### src/rtl/status_register_unit.sv
`default_nettype none
// ==========================================================================
// status_register_unit : NZCV status register with EX forwarding, exception
//                        save/restore and a saturating flag-update counter.
// Revision 1.0
// ==========================================================================
module status_register_unit #(
    parameter int LEN_STATUS = 4,
    parameter int CNT_W      = 16
) (
    input  logic                  clk,
    input  logic                  rst,
    input  logic                  freeze,
    input  logic                  flush,
    input  logic                  ex_valid,
    input  logic                  ex_s_bit,
    input  logic                  ex_cond_pass,
    input  logic [LEN_STATUS-1:0] ex_alu_status,
    input  logic                  exc_entry,
    input  logic                  exc_return,
    output logic [LEN_STATUS-1:0] status_out,
    output logic [LEN_STATUS-1:0] status_q,
    output logic [LEN_STATUS-1:0] saved_status,
    output logic                  in_exception,
    output logic                  exc_error,
    output logic [CNT_W-1:0]      flag_update_count
);

    typedef enum logic [0:0] {
        ST_NORMAL = 1'b0,
        ST_EXC    = 1'b1
    } state_t;

    state_t                state_q, state_d;
    logic [LEN_STATUS-1:0] status_d;
    logic [LEN_STATUS-1:0] saved_q, saved_d;
    logic                  err_q, err_d;
    logic [CNT_W-1:0]      cnt_q, cnt_d;
    logic                  w_fwd_en;
    logic                  w_wr_en;
    logic                  w_cnt_inc;

    // Forwarding ignores freeze: a stalled EX instruction still commits later.
    assign w_fwd_en = ex_valid & ex_s_bit & ex_cond_pass & ~flush;
    assign w_wr_en  = w_fwd_en & ~freeze;

    assign status_out = w_fwd_en ? ex_alu_status : status_q;

    always_comb begin
        state_d   = state_q;
        status_d  = status_q;
        saved_d   = saved_q;
        err_d     = err_q;
        cnt_d     = cnt_q;
        w_cnt_inc = 1'b0;

        if (!freeze) begin
            if (w_wr_en) begin
                status_d  = ex_alu_status;
                w_cnt_inc = 1'b1;
            end

            if (exc_entry && exc_return) begin
                err_d = 1'b1;
            end else if (exc_entry) begin
                if (state_q == ST_NORMAL) begin
                    state_d = ST_EXC;
                    saved_d = w_wr_en ? ex_alu_status : status_q;
                end else begin
                    err_d = 1'b1;
                end
            end else if (exc_return) begin
                if (state_q == ST_EXC) begin
                    // Restore wins over a same-cycle commit, which is dropped.
                    state_d   = ST_NORMAL;
                    status_d  = saved_q;
                    w_cnt_inc = 1'b0;
                end else begin
                    err_d = 1'b1;
                end
            end

            if (w_cnt_inc && (cnt_q != {CNT_W{1'b1}})) begin
                cnt_d = cnt_q + {{(CNT_W-1){1'b0}}, 1'b1};
            end
        end
    end

    always_ff @(posedge clk or posedge rst) begin
        if (rst) begin
            state_q  <= ST_NORMAL;
            status_q <= '0;
            saved_q  <= '0;
            err_q    <= 1'b0;
            cnt_q    <= '0;
        end else begin
            state_q  <= state_d;
            status_q <= status_d;
            saved_q  <= saved_d;
            err_q    <= err_d;
            cnt_q    <= cnt_d;
        end
    end

    assign saved_status      = saved_q;
    assign in_exception      = (state_q == ST_EXC);
    assign exc_error         = err_q;
    assign flag_update_count = cnt_q;

endmodule
`default_nettype wire

### config.mk
export PLATFORM = sky130hd
export DESIGN_NAME = status_register_unit
export DESIGN_NICKNAME = d
export VERILOG_FILES = /design/src/rtl/status_register_unit.sv
export SDC_FILE = /design/constraint.sdc
export NUM_CORES = 1
export LEC_CHECK = 0
export ABC_AREA = 1
export BUFFER_PORTS_ARGS = -buffer_cell sky130_fd_sc_hd__buf_2
export CAP_MARGIN = 20
export CORE_MARGIN = 4
export CORE_UTILIZATION = 40
export CTS_CLUSTER_SIZE = 12
export DETAILED_ROUTE_END_ITERATION = 12
export PLACE_DENSITY = 0.65
export SYNTH_ARGS = -nofsm -noshare
export SYNTH_HDL_FRONTEND = slang
export SYNTH_SLANG_ARGS = --single-unit
### constraint.sdc
create_clock -name clk -period 3.2 [get_ports clk]
set_clock_uncertainty 0.15 [all_clocks]
set_input_delay 0.16 -clock clk [delete_from_list [all_inputs] [get_ports clk]]
set_output_delay 0.16 -clock clk [all_outputs]
set_load 0.01 [all_outputs]
== After elaboration in Yosys (flattened, before gate mapping) ==
Cells that the tools add are included.

* Input bits: 13
* Logic and storage cells: 43
* Output and inout port bits: 30
* Flip-flop bits (word level): 26

* Multiplexer cells: 19
* Bitwise operators: 7
* Add/sub/neg operators: 1
* Reductions and logical operators: 8
* Equality and inequality tests: 3

{| class="wikitable"
|+ Operator list
! kind !! count
|-
| $mux 4 || 6
|-
| $add 16x1->16 const B || 1
|-
| $ne 16x16->1 const B || 1
|-
| $mux 1 || 13
|-
| $reduce_and 3->1 || 2
|-
| $and 1x1->1 || 4
|-
| $reduce_and 4->1 || 1
|-
| $ne 3x1->1 const B || 1
|-
| $ne 3x2->1 const B || 1
|-
| $not 1->1 || 3
|-
| $reduce_bool 3->1 || 1
|-
| $logic_and 1x1->1 || 2
|-
| $reduce_and 2->1 || 1
|-
| $reduce_bool 2->1 || 1
|}

== Depth between registers and ports, before layout ==
Gate-level depths: netlist (run 1).

* Depth after elaboration: 12
* Depth in mapped cells: 11
* Gate-level depth less buffers: 10

== Least setup slack after synthesis (run 1) ==
No wires, ideal clock.

* Path type: register -> register
* Start point: register cnt_q[0], in the netlist flag_update_count[0]
* End point: register cnt_q[11], in the netlist flag_update_count[11]
* Arrival time: 1.427 ns
* Stages on the path, launching flop included: 12
* Buffers on the path: 1
* Setup slack: 1.507 ns
* Clock period less this slack: 1.693 ns
* Data required time: 2.934 ns
* Setup time: 0.116 ns
* Path through: dfrtp_1 -> ha_1 -> nand3_2 -> inv_2 -> nand2_2 -> clkinv_1 -> nand3_2 -> nand2_4 -> inv_4 -> buf_8 -> nand2_1 -> nand2_1

* Word-level cells in the longest chain between the ends: 3
* Elaborated cells between the ends (all ways): 4
* Classes of those cells: 1 x add/sub; 1 x eq/ne; 2 x reduce/logical

{| class="wikitable"
|+ Ends and longest elaborated chain
! item !! line !! RTL
|-
| from (decl) || 38 || <nowiki>logic [CNT_W-1:0] cnt_q, cnt_d;</nowiki>
|-
| from (signal assigned) || 101 || <nowiki>cnt_q <= cnt_d;</nowiki>
|-
| parallel branches: the longest is 3 deep, another holds $add 16x1->16 || - ||
|}

Several ways; the timed one is not identified.
A chain may end at the register's enable or synchronous reset.

== Final worst setup path (run 1) ==
* Start point: register cnt_q[0], in the netlist flag_update_count[0]
* End point: register cnt_q[9], in the netlist flag_update_count[9]

The elaborated chain is that of the path after synthesis.

==> PnR_summary.wiki, run 1 <==
{| class="wikitable"
! Metric !! Value
|-
| Status || finished, final reports clean
|-
| CTS clock-pin slew for the worst setup and hold paths || around 0.10 ns
|-
| Kind of start point of the critical path || flip-flop
|-
| Util after Layout || between 50% and 60%
|-
| Number of flip-flops and latches in the synthesized netlist || 26
|-
| Clock insertion delay at the later pin of the skew report || about 0.28 ns
|-
| Sequential power share || approximately 45%
|-
| Post-Syn Instances || around 240
|-
| Total power after layout || 0.9839 mW
|-
| Max Freq || around 0.54 GHz
|-
| CTS H-tree lvls || 1
|-
| Post-CTS Setup Repair Bufs || 0
|-
| Relative area change from synthesis to final layout || 19.69%
|-
| Routing usage on met3 || between 2 and 3%
|-
| Worst Path Required || roughly 3.2 ns
|-
| Clock group share of total power || 28.0%
|-
| Chip height || around 74 microns
|-
| Total length of routed wires || approximately 3.8 mm
|-
| Worst slack at placement || about 1.4 ns
|-
| Post-detailed-placement cell area || 1952 sq um
|-
| Largest buffer count on any clock path || 2
|-
| Wire length of the first global-routing pass || ~6.5 mm
|-
| Net count of the finished layout || ~310
|-
| Synth warnings || 0
|-
| Power density cells || 477.4 nW/um^2
|-
| Number of rows in the core area || 23
|-
| Chip Width || 73.61 microns
|-
| Type of the most critical hold path || in2reg
|-
| Critical-path maximum fanout || 16
|-
| Clock root buffer || clkbuf_8
|-
| Initial antenna violation count || 0
|-
| Placeable core region || between 4000 and 5000 sq um
|-
| Most instantiated flip-flop cell in the synthesis netlist || dfrtp_1
|-
| Leak || approximately 1.1 nW
|-
| Slew Viols, Final || 0
|-
| Sequential area share after synthesis || around 38%
|-
| I/O pin total || between 40 and 50
|-
| First-iteration detailed-routing DRC count || around 110
|-
| Critical path start-end classification || reg2reg
|-
| Via density per instance || about 4.8
|-
| Number of buffers inserted during clock tree synthesis || 3
|-
| Syn avg cell area || approximately 7.1 sq um
|-
| Worst endpoint data arrival time || roughly 1.9 ns
|-
| Final instance count without filler cells || roughly 340
|-
| Final Hold Viols || 0
|-
| Routed Antenna Nets || 0
|-
| Via count of the first global-routing pass || 1,490
|-
| Maximum number of pins on one net before global-route repair || 27
|-
| Worst path setup slack after routing || 1.361 ns
|-
| Switching power as a share of total power || approximately a third
|-
| Unrepaired setup endpoints after global routing || no
|-
| Initial standard-cell utilization of the core || between 40% and 50%
|-
| Post-Synthesis Net Count || 260
|-
| EDFF count, synth || 0
|-
| Estimated wirelength of the detail-placed design || between 2 and 3 mm
|-
| Setup TNS || 0 ns
|-
| Number of instances resized during post-cts repair || 0
|-
| Cell internal power dissipation || approximately 0.66 mW
|-
| CTS sink cnt || 26
|-
| CP endpoint kind || flip-flop
|-
| Post-route cell area || a little over 2000 sq um
|-
| Total Die Area || approximately 5400 sq um
|-
| Per-cell routed wire length || between 10 and 15 microns
|-
| Net load switching power || 0.3241 mW
|-
| Number of distinct library cells after synthesis || 28
|-
| Post-route worst hold slack || around 0.014 ns
|-
| Global route total overflow || 0
|-
| Fin crit period || between 1.5 and 2 ns
|-
| Number of max-capacitance violations reported || 0
|-
| Busiest layer in global routing || met2
|-
| Placer congestion estimate || ~0.8
|-
| Post-synthesis cell area || roughly 1700 sq um
|-
| Port buffer count || 42
|-
| Worst Max-Slew Pin Slew || 0.5258 ns
|-
| Share of post-route cells with drive strength above 1 || between 20% and 30%
|-
| Final setup violation count || 0
|-
| Clock tree from TritonCTS || yes
|-
| DRC Markers || 0
|-
| Met2 usage in global routing || 26.18%
|-
| Vias || 1,603
|-
| Met1 Resource Use GR || between 10% and 20%
|-
| Dpl cells || about 330
|-
| Async set or reset register ratio after synthesis || 100.0%
|-
| Relative max-transition margin || between 60% and 70%
|-
| Proportion of power drawn by combinational gates || ~27%
|-
| Share of the cycle needed by the critical path after routing || a little under three fifths
|-
| Count of inserted antenna diode cells || 0
|-
| Worst-case vdd ir drop || a little under 0.3 mV
|-
| First-pass detailed-route iteration total || 5
|-
| GRT Total Usage || 15.06%
|}
-- sequential cells by signal, summed over array words and instances, names as in the netlist --
signal             flops
flag_update_count     16
saved_status           4
status_q               4
exc_error              1
in_exception           1
-- placed cells by master (no fill, tap or decap), types with 2 or more instances in the layout --
cell and n:
nand3_1 20, nand2_2 3, nor2_2 2, inv_1 27
nand2_1 102, clkbuf_8 3, nor3_2 2, xor2_1 2
buf_2 42, nand4_1 3, o21ai_0 6, nor3_1 3
xnor2_1 8, nand3_2 4, nor2_1 13, dfrtp_1 26
a31oi_1 5, ha_1 4
-- worst paths after layout --
kind	start	slack (ns)	cells past startpoint	to
max	flag_update_count[0]	1.36	10	flag_update_count[9]
min	freeze	0.01	3	status_q[2]
max reg2reg	flag_update_count[0]	1.36	10	flag_update_count[9]
min reg2reg	exc_error	0.32	1	exc_error
max in group asynchronous	rst	2.13	4	exc_error
min in group asynchronous	rst	0.30	3	flag_update_count[0]
-- synth_stat cells (3+ instances only) --
library cell  number  area (sq um)
nand3_1           20         100.1
xnor2_1            8         70.07
nor3_1             3         15.01
a31oi_1            5         31.28
nand2_2            3         18.77
nand3_2            4         40.04
nand2_1          102         382.9
o21ai_0            6         30.03
nor2_1            13         48.80
dfrtp_1           26         650.6
inv_1             27         101.4
nand4_1            3         18.77
ha_1               4         50.05
-- routing by layer --
layer,routed length (microns),vias to the layer above,part of all wire [%]
met1,1722,712,45
met2,1854,38,49
li1,-,847,-
met3,180,6,4.7
met5,0,-,0
met4,50,0,1.3
-- layout make-up --
class / instances / area (sq um)
fill: 440 / 2026
multi-input combinational: 183 / 913.4
sequential: 26 / 650.6
timing repair buffer: 44 / 247.7
inverter: 30 / 115.1
tap: 50 / 62.56
clock buffer: 3 / 41.29
clock inverter: 1 / 30.03
-- logic make-up (layout without fill, tap and decap cells) --
group,count (synthesis),in the layout,share of synthesized area (%)
AOI/OAI and AO/OA,15,15,5.596
and+or+nand+nor,154,154,39.46
xor gates and xnor gates,10,10,5.088
DFF,26,26,37.79
buffers and inverters,34,78,9.156
adders and majority gates,4,4,2.907
-- worst max-delay path: stages (launching register included) --
cell,delay (ns)
dfrtp_1,0.44
ha_1,0.28
nand3_2,0.13
inv_2,0.10
nand2_2,0.06
clkinv_1,0.05
nand3_2,0.07
nand2_4,0.18
inv_4,0.11
nand2_1,0.08
o21ai_0,0.07
-- power groups by stage --
stage	registers (mW)	logic (mW)	clock network, mW
2_1_floorplan	0.458	0.156	0
3_3_place_gp	0.447	0.265	0
3_5_place_dp	0.446	0.267	0
4_1_cts	0.441	0.269	0.288
5_1_grt	0.449	0.308	0.297
6_report	0.440	0.268	0.276
-- timing repair --
item,CTS,global route
hold buffers,1,0
hold endpoints to repair,15,0
endpoints found under the setup margin,0,0
(Power assumes the default switching activity.)
==> run 2, diff against run 1 <==
ABC_AREA = 0   (was 1)
PLACE_DENSITY = 0.69   (was 0.65)
clock period = 1.6 ns   (was 3.2 ns; I/O delays follow)
==> PnR_summary.wiki, run 2 <==
{| class="wikitable"
! Metric !! Value
|-
| Total Die Area || 4589 sq um (-15%)
|-
| Power density cells || 892.9 nW/um^2 (+87%)
|-
| Ordered list of cells on the worst path || and4_4 -> and4_4 -> buf_4 -> a21oi_4 -> mux2_4
|-
| Worst path setup slack after routing || -0.1208 ns (-1.481 ns)
|-
| Type of the most critical hold path || in2reg
|-
| First-iteration detailed-routing DRC count || 67 (-36%)
|-
| Crit path top cell by count || and4_4
|-
| Per-cell routed wire length || 13.89 microns (+23%)
|-
| Reg2reg setup slack || -0.12 ns (-1.48 ns)
|-
| Syn avg cell area || 10.27 sq um (+45%)
|-
| Post-Synthesis Net Count || 156 (-40%)
|-
| Slew Viols, Final || 0 (unchanged)
|-
| Number of distinct library cells after synthesis || 37 (+32%)
|-
| Number of buffers inserted during clock tree synthesis || 3 (unchanged)
|-
| Post-detailed-placement cell area || 1964 sq um (+0.64%)
|-
| Launch point of the worst reg-to-reg path || flag_update_count[2]
|-
| Critical path start-end classification || reg2reg
|-
| Endpoint with the worst hold slack || in_exception
|-
| Unrepaired setup endpoints after global routing || yes
|-
| EDFF count, synth || 0 (unchanged)
|-
| Number of max-capacitance violations reported || 0 (unchanged)
|-
| Cell type with the largest total area after synthesis || dfrtp_1
|-
| Relative area change from synthesis to final layout || 49.78%
|-
| Number of flip-flops and latches in the synthesized netlist || 26 (unchanged)
|-
| Total length of routed wires || 3.763 mm (-1.2%)
|-
| Port buffer count || 42 (unchanged)
|-
| Critical-path maximum fanout || 5 (-11)
|-
| Commonest non-fill, non-tap cells in the layout || buf_2, buf_4, dfrtp_1
|-
| Top-area cell type share of the netlist area || 45.57% (+7.8 points)
|-
| Post-route worst hold slack || 0.01259 ns (-0.0009391 ns)
|-
| Sequential area share after synthesis || 45.57% (+7.8 points)
|-
| GRT Total Usage || 17.38% (+2.3 points)
|-
| Most common cell after layout, fill and taps aside || buf_2
|-
| Clock tree from TritonCTS || yes
|-
| Estimated wirelength of the detail-placed design || 2.812 mm (-3.4%)
|-
| Share of post-route cells with drive strength above 1 || 47.56% (+25 points)
|-
| Max FFs per register || 16 (unchanged)
|-
| Number of filler instances in the final layout || 261 (-41%)
|-
| CTS H-tree lvls || 1 (unchanged)
|-
| Slowest stage delay, CP || 0.43 ns (about the same)
|-
| Dominant cells by area after synthesis || dfrtp_1, xnor2_1, nand2_1, ha_1, a21oi_1
|-
| Dpl cells || 258 (-22%)
|-
| Worst-case vdd ir drop || 0.6114 mV (+110%)
|-
| Net count of the finished layout || 243 (-20%)
|-
| CP endpoint kind || flip-flop
|-
| Number of rows in the core area || 21 (-8.7%)
|-
| First-pass detailed-route iteration total || 4 (-1)
|-
| Initial standard-cell utilization of the core || 42.12% (about the same)
|-
| Hold Path Origin || freeze
|-
| CTS clock-pin slew for the worst setup and hold paths || 0.15 ns (+0.05 ns)
|-
| Routed Antenna Nets || 0 (unchanged)
|-
| Maximum number of pins on one net before global-route repair || 27 (unchanged)
|-
| Synth warnings || 0 (unchanged)
|-
| Async set or reset register ratio after synthesis || 100.0% (unchanged)
|-
| DRC Markers || 0 (unchanged)
|-
| Largest buffer count on any clock path || 2 (unchanged)
|-
| Post-route cell area || 2138 sq um (+3.8%)
|-
| Post-synthesis cell area || 1428 sq um (-17%)
|-
| Cell at the slowest stage of the critical path || dfrtp_2
|-
| Worst Max-Slew Pin Slew || 0.3391 ns (-0.1868 ns)
|-
| Initial antenna violation count || 0 (unchanged)
|-
| Via count of the first global-routing pass || 1,335 (-10%)
|-
| Worst endpoint data arrival time || 1.79 ns (-0.07 ns)
|-
| Fin crit period || 1.721 ns (-0.1186 ns)
|-
| Total buffers and inverters traversed by the critical path || 1 (-2)
|-
| Leading cell type by number of instances after synthesis || dfrtp_1
|-
| Most instantiated flip-flop cell in the synthesis netlist || dfrtp_1
|-
| Max Freq || 0.5811 GHz (+6.9%)
|-
| Count of inserted antenna diode cells || 0 (unchanged)
|-
| Destination of the worst register-to-register timing path || flag_update_count[1]
|-
| Number of stages on the worst hold path || 3 (unchanged)
|-
| Clock root buffer || clkbuf_4
|-
| Reg2reg path depth || 5 (-5)
|-
| Violations in the final reports || setup timing
|-
| Flip-flop and latch area || 655.6 sq um (+0.77%)
|-
| Leak || 1.072 nW (-3.7%)
|-
| Clock insertion delay at the later pin of the skew report || 0.32 ns (+0.04 ns)
|-
| Placer congestion estimate || 0.8301 (+0.81%)
|-
| Global route total overflow || 0 (unchanged)
|-
| Chip Width || 67.74 microns (-8.0%)
|-
| Placeable core region || 3390 sq um (-17%)
|-
| Final instance count without filler cells || 271 (-20%)
|-
| Worst Path Required || 1.66 ns (-1.56 ns)
|-
| Total power after layout || 1.909 mW (+94%)
|-
| Wire length of the first global-routing pass || 6.037 mm (-7.0%)
|-
| Chip height || 67.74 microns (-8.0%)
|-
| Area occupied by multi-input gates || 807.0 sq um (-12%)
|-
| Final Hold Viols || 0 (unchanged)
|-
| I/O pin total || 43 (unchanged)
|-
| Relative max-transition margin || 77.40% (+12 points)
|-
| Status || complete, but fails checks
|-
| List of most frequent post-synthesis cells || dfrtp_1, nand2_1, xnor2_1
|-
| Post-Syn Instances || 139 (-43%)
|-
| Kind of start point of the critical path || flip-flop
|-
| Vias || 1,368 (-15%)
|-
| Via density per instance || 5.048 (+6.1%)
|-
| Worst slack at placement || -0.1386 ns (-1.496 ns)
|-
| Cell class contributing the biggest share of worst-path delay || flip-flops
|-
| Share of the cycle needed by the critical path after routing || 107.6% (+50 points)
|-
| CTS sink cnt || 26 (unchanged)
|-
| Final setup violation count || 16 (+16)
|}
[run 2: changes by cell type after synthesis, sizes merged, moves of 5 or more]
| cell | change |
|---|---|
| a21oi | +8 |
| a31oi | -5 |
| inv | -21 |
| nand2 | -86 |
| nand3 | -16 |
| nor2 | -11 |
| o21ai | -5 |
| xnor2 | +5 |
[run 2: layout make-up]
type | count | area share, %
Multi-Input combinational cell | 102 | 37.74
Sequential cell | 26 | 30.66
Timing Repair Buffer | 85 | 26.27
Tap cell | 46 | 2.692
Inverter | 8 | 1.404
Clock buffer | 4 | 1.229
[run 2: how the worst max path moves through the flow]
| stage | slack (ns) | startpoint | to | cells after the start |
|---|---|---|---|---|
| after global routing | -0.17 | flag_update_count[15] | flag_update_count[13] | 6 |
| after floorplan | -0.11 | flag_update_count[3] | flag_update_count[5] | 5 |
| after CTS | -0.08 | flag_update_count[5] | flag_update_count[14] | 6 |
| after global placement | -0.11 | flag_update_count[0] | flag_update_count[5] | 5 |
| after detailed placement | -0.14 | flag_update_count[3] | flag_update_count[5] | 5 |
| final | -0.12 | flag_update_count[2] | flag_update_count[1] | 5 |
[run 2: cells by family after synthesis]
| kind of cell | count (synthesis) | share of synthesized area, % |
|---|---|---|
| buffers and inverters | 11 | 3.242 |
| muxes | 5 | 3.593 |
| and+or+nand+nor | 56 | 23.58 |
| adders and majority gates | 4 | 3.506 |
| AOI/OAI and AO/OA | 22 | 11.31 |
| xor gates and xnor gates | 15 | 9.203 |
| DFF | 26 | 45.57 |
[run 2: repair_timing]
item | 4_1_cts | 5_1_grt
setup endpoints to repair | 15 | 13
buffers inserted | 2 | 2
hold endpoints to repair | 32 | 0
hold buffers | 5 | 0
gates resized for setup | 7 | 6
pin swaps | 8 | 4
[run 2: routing by layer]
layer  part of all wire [%]  global-route usage, %
met2                     52                  30.13
met1                     42                  21.85
met3                    4.7                  2.829
met5                      0                      0
met4                    1.1                  5.570
[run 2: report_power, final]
group,switching [mW],total [mW],internal [mW],leakage (nW)
sequential,0.0981,0.879,0.781,0.316
combinational,0.377,0.737,0.361,0.742
clock,0.195,0.292,0.0974,0.0150
[run 2: metrics by stage]
stage / TNS (ns) / utilization (%)
3_5_place_dp: -0.9953 / 57.96
5_1_grt: -1.988 / 63.09
6_report: -0.8479 / 63.09
4_1_cts: -0.4609 / 61.65
2_1_floorplan: -0.7067 / -
3_3_place_gp: -0.6903 / 57.96
[run 2: worst reg2reg max path, cell delays in order (launching register included)]
cell and delay (ns):
dfrtp_2 0.43, and4_4 0.19, and4_4 0.19, buf_4 0.14, a21oi_4 0.20, mux2_4 0.32
==> run 3, diff against run 2 <==
CORE_UTILIZATION = 30   (was 40)
PLACE_DENSITY = 0.55   (was 0.69)
==> PnR_summary.wiki, run 3 (synthesis results as in run 2) <==
{| class="wikitable"
! Metric !! Value
|-
| First-pass detailed-route iteration total || 4 (unchanged)
|-
| Ordered list of cells on the worst path || and4_4 -> and2_4 -> a211oi_4 -> buf_6 -> nand4_1 -> xnor2_1
|-
| CTS sink cnt || 26 (unchanged)
|-
| CTS clock-pin slew for the worst setup and hold paths || 0.09 ns (-0.06 ns)
|-
| Net count of the finished layout || 241 (-0.82%)
|-
| Worst Path Required || 1.61 ns (-0.05 ns)
|-
| Number of buffers inserted during clock tree synthesis || 3 (unchanged)
|-
| Number of max-capacitance violations reported || 0 (unchanged)
|-
| Unrepaired setup endpoints after global routing || yes
|-
| Count of inserted antenna diode cells || 0 (unchanged)
|-
| Post-detailed-placement cell area || 1957 sq um (-0.38%)
|-
| Via count of the first global-routing pass || 1,448 (+8.5%)
|-
| Worst Max-Slew Pin Slew || 0.3451 ns (+0.006019 ns)
|-
| Global route total overflow || 0 (unchanged)
|-
| Fin crit period || 1.685 ns (-0.03554 ns)
|-
| Util after Layout || 47.96% (-15 points)
|-
| Max FFs per register || 16 (unchanged)
|-
| Vias || 1,336 (-2.3%)
|-
| Clock root buffer || clkbuf_8
|-
| Violations in the final reports || setup timing
|-
| Critical path start-end classification || reg2reg
|-
| Status || complete, but fails checks
|-
| Post-route cell area || 2146 sq um (+0.35%)
|-
| Cell at the slowest stage of the critical path || dfrtp_1
|-
| Share of post-route cells with drive strength above 1 || 45.74% (-1.8 points)
|-
| Chip Width || 76.99 microns (+14%)
|-
| Commonest non-fill, non-tap cells in the layout || buf_2, buf_4, dfrtp_1
|-
| Worst endpoint data arrival time || 1.70 ns (-0.09 ns)
|-
| Relative max-transition margin || 76.99% (-0.40 points)
|-
| Type of the most critical hold path || in2reg
|-
| Initial standard-cell utilization of the core || 31.91% (-10 points)
|-
| Worst path setup slack after routing || -0.08530 ns (+0.03554 ns)
|-
| Clock tree from TritonCTS || yes
|-
| Placeable core region || 4474 sq um (+32%)
|-
| Final instance count without filler cells || 275 (+1.5%)
|-
| Total power after layout || 2.160 mW (+13%)
|-
| Initial antenna violation count || 0 (unchanged)
|-
| CP endpoint kind || flip-flop
|-
| Total Die Area || 5927 sq um (+29%)
|-
| DRC Markers || 0 (unchanged)
|-
| Max Freq || 0.5934 GHz (+2.1%)
|-
| Leak || 1.075 nW (+0.28%)
|-
| Slowest stage delay, CP || 0.40 ns (-0.03 ns)
|-
| Most common cell after layout, fill and taps aside || buf_2
|-
| GRT Total Usage || 13.14% (-4.2 points)
|-
| Port buffer count || 42 (unchanged)
|-
| Final Hold Viols || 0 (unchanged)
|-
| Chip height || 76.99 microns (+14%)
|-
| Placer congestion estimate || 0.8003 (-3.6%)
|-
| Total length of routed wires || 3.748 mm (-0.40%)
|-
| I/O pin total || 43 (unchanged)
|-
| Number of rows in the core area || 24 (+14%)
|-
| Wire length of the first global-routing pass || 6.513 mm (+7.9%)
|-
| Share of the cycle needed by the critical path after routing || 105.3% (-2.2 points)
|-
| Largest buffer count on any clock path || 2 (unchanged)
|-
| Relative area change from synthesis to final layout || 50.31%
|-
| Final setup violation count || 10 (-6)
|-
| Via density per instance || 4.858 (-3.8%)
|-
| Post-route worst hold slack || 0.06801 ns (+0.05542 ns)
|-
| Worst-case vdd ir drop || 0.4564 mV (-25%)
|-
| CTS H-tree lvls || 1 (unchanged)
|-
| Slew Viols, Final || 0 (unchanged)
|-
| First-iteration detailed-routing DRC count || 47 (-30%)
|-
| Critical-path maximum fanout || 7 (+2)
|-
| Kind of start point of the critical path || flip-flop
|-
| Routed Antenna Nets || 0 (unchanged)
|-
| Clock insertion delay at the later pin of the skew report || 0.27 ns (-0.05 ns)
|-
| Per-cell routed wire length || 13.63 microns (-1.8%)
|-
| Power density cells || 1007 nW/um^2 (+13%)
|-
| Maximum number of pins on one net before global-route repair || 27 (unchanged)
|-
| Estimated wirelength of the detail-placed design || 2.875 mm (+2.3%)
|-
| Dpl cells || 262 (+1.6%)
|}
## run 3: changes by cell type in the layout (fill, tap and decap cells not counted), sizes merged
cell	change
buf	-2
bufinv	+1
clkbuf	-1
## run 3: worst max-delay path: cells and delay by family (launching register included)
family,cells,cell delay [ns]
flops,1,0.40
buf+inv,1,0.16
compound gates,1,0.24
xor+xnor,1,0.15
simple gates,3,0.47
## run 3: cell type report
class,count,area (sq um)
clock buffers,3,41.29
flip-flops and latches,26,655.6
fillers,417,2328
inverters,8,30.03
repair buffers,83,546.8
multi-input cells,102,777.0
well taps,52,65.06
clock inverters,1,30.03
## run 3: layer usage
| metal | wire length [microns] | track usage [%] | vias up |
|---|---|---|---|
| met5 | 0 | 0 | - |
| met4 | 31 | 4.626 | 0 |
| met3 | 192 | 2.225 | 4 |
| met2 | 1868 | 23.52 | 35 |
| met1 | 1656 | 15.81 | 643 |
| li1 | - | - | 654 |
## run 3: path summary, 6_finish.rpt
kind	from	end	slack, ns	cells past startpoint
max in group asynchronous	rst	flag_update_count[3]	0.77	4
min	freeze	in_exception	0.07	3
min in group asynchronous	rst	flag_update_count[4]	0.25	4
max	flag_update_count[11]	flag_update_count[13]	-0.09	6
min reg2reg	exc_error	exc_error	0.33	1
max reg2reg	flag_update_count[11]	flag_update_count[13]	-0.09	6
## run 3: per-stage QoR
stage | worst slack [ns] | TNS (ns)
6_report | -0.08530 | -0.4329
5_1_grt | -0.1736 | -1.293
4_1_cts | -0.08896 | -0.5330
3_5_place_dp | -0.1620 | -1.082
3_3_place_gp | -0.1149 | -0.7249
2_1_floorplan | -0.1087 | -0.7067
## run 3: power by group
part           internal, mW  switching [mW]
Combinational         0.357           0.375
Sequential            0.782           0.100
Clock                 0.335           0.211
## run 3: repair_timing
action,in CTS,in global routing
setup endpoints to repair,12,16
setup buffers,2,2
pin swaps,11,3
resized for setup,6,2
hold buffers,5,0
endpoints found under the hold margin,30,0
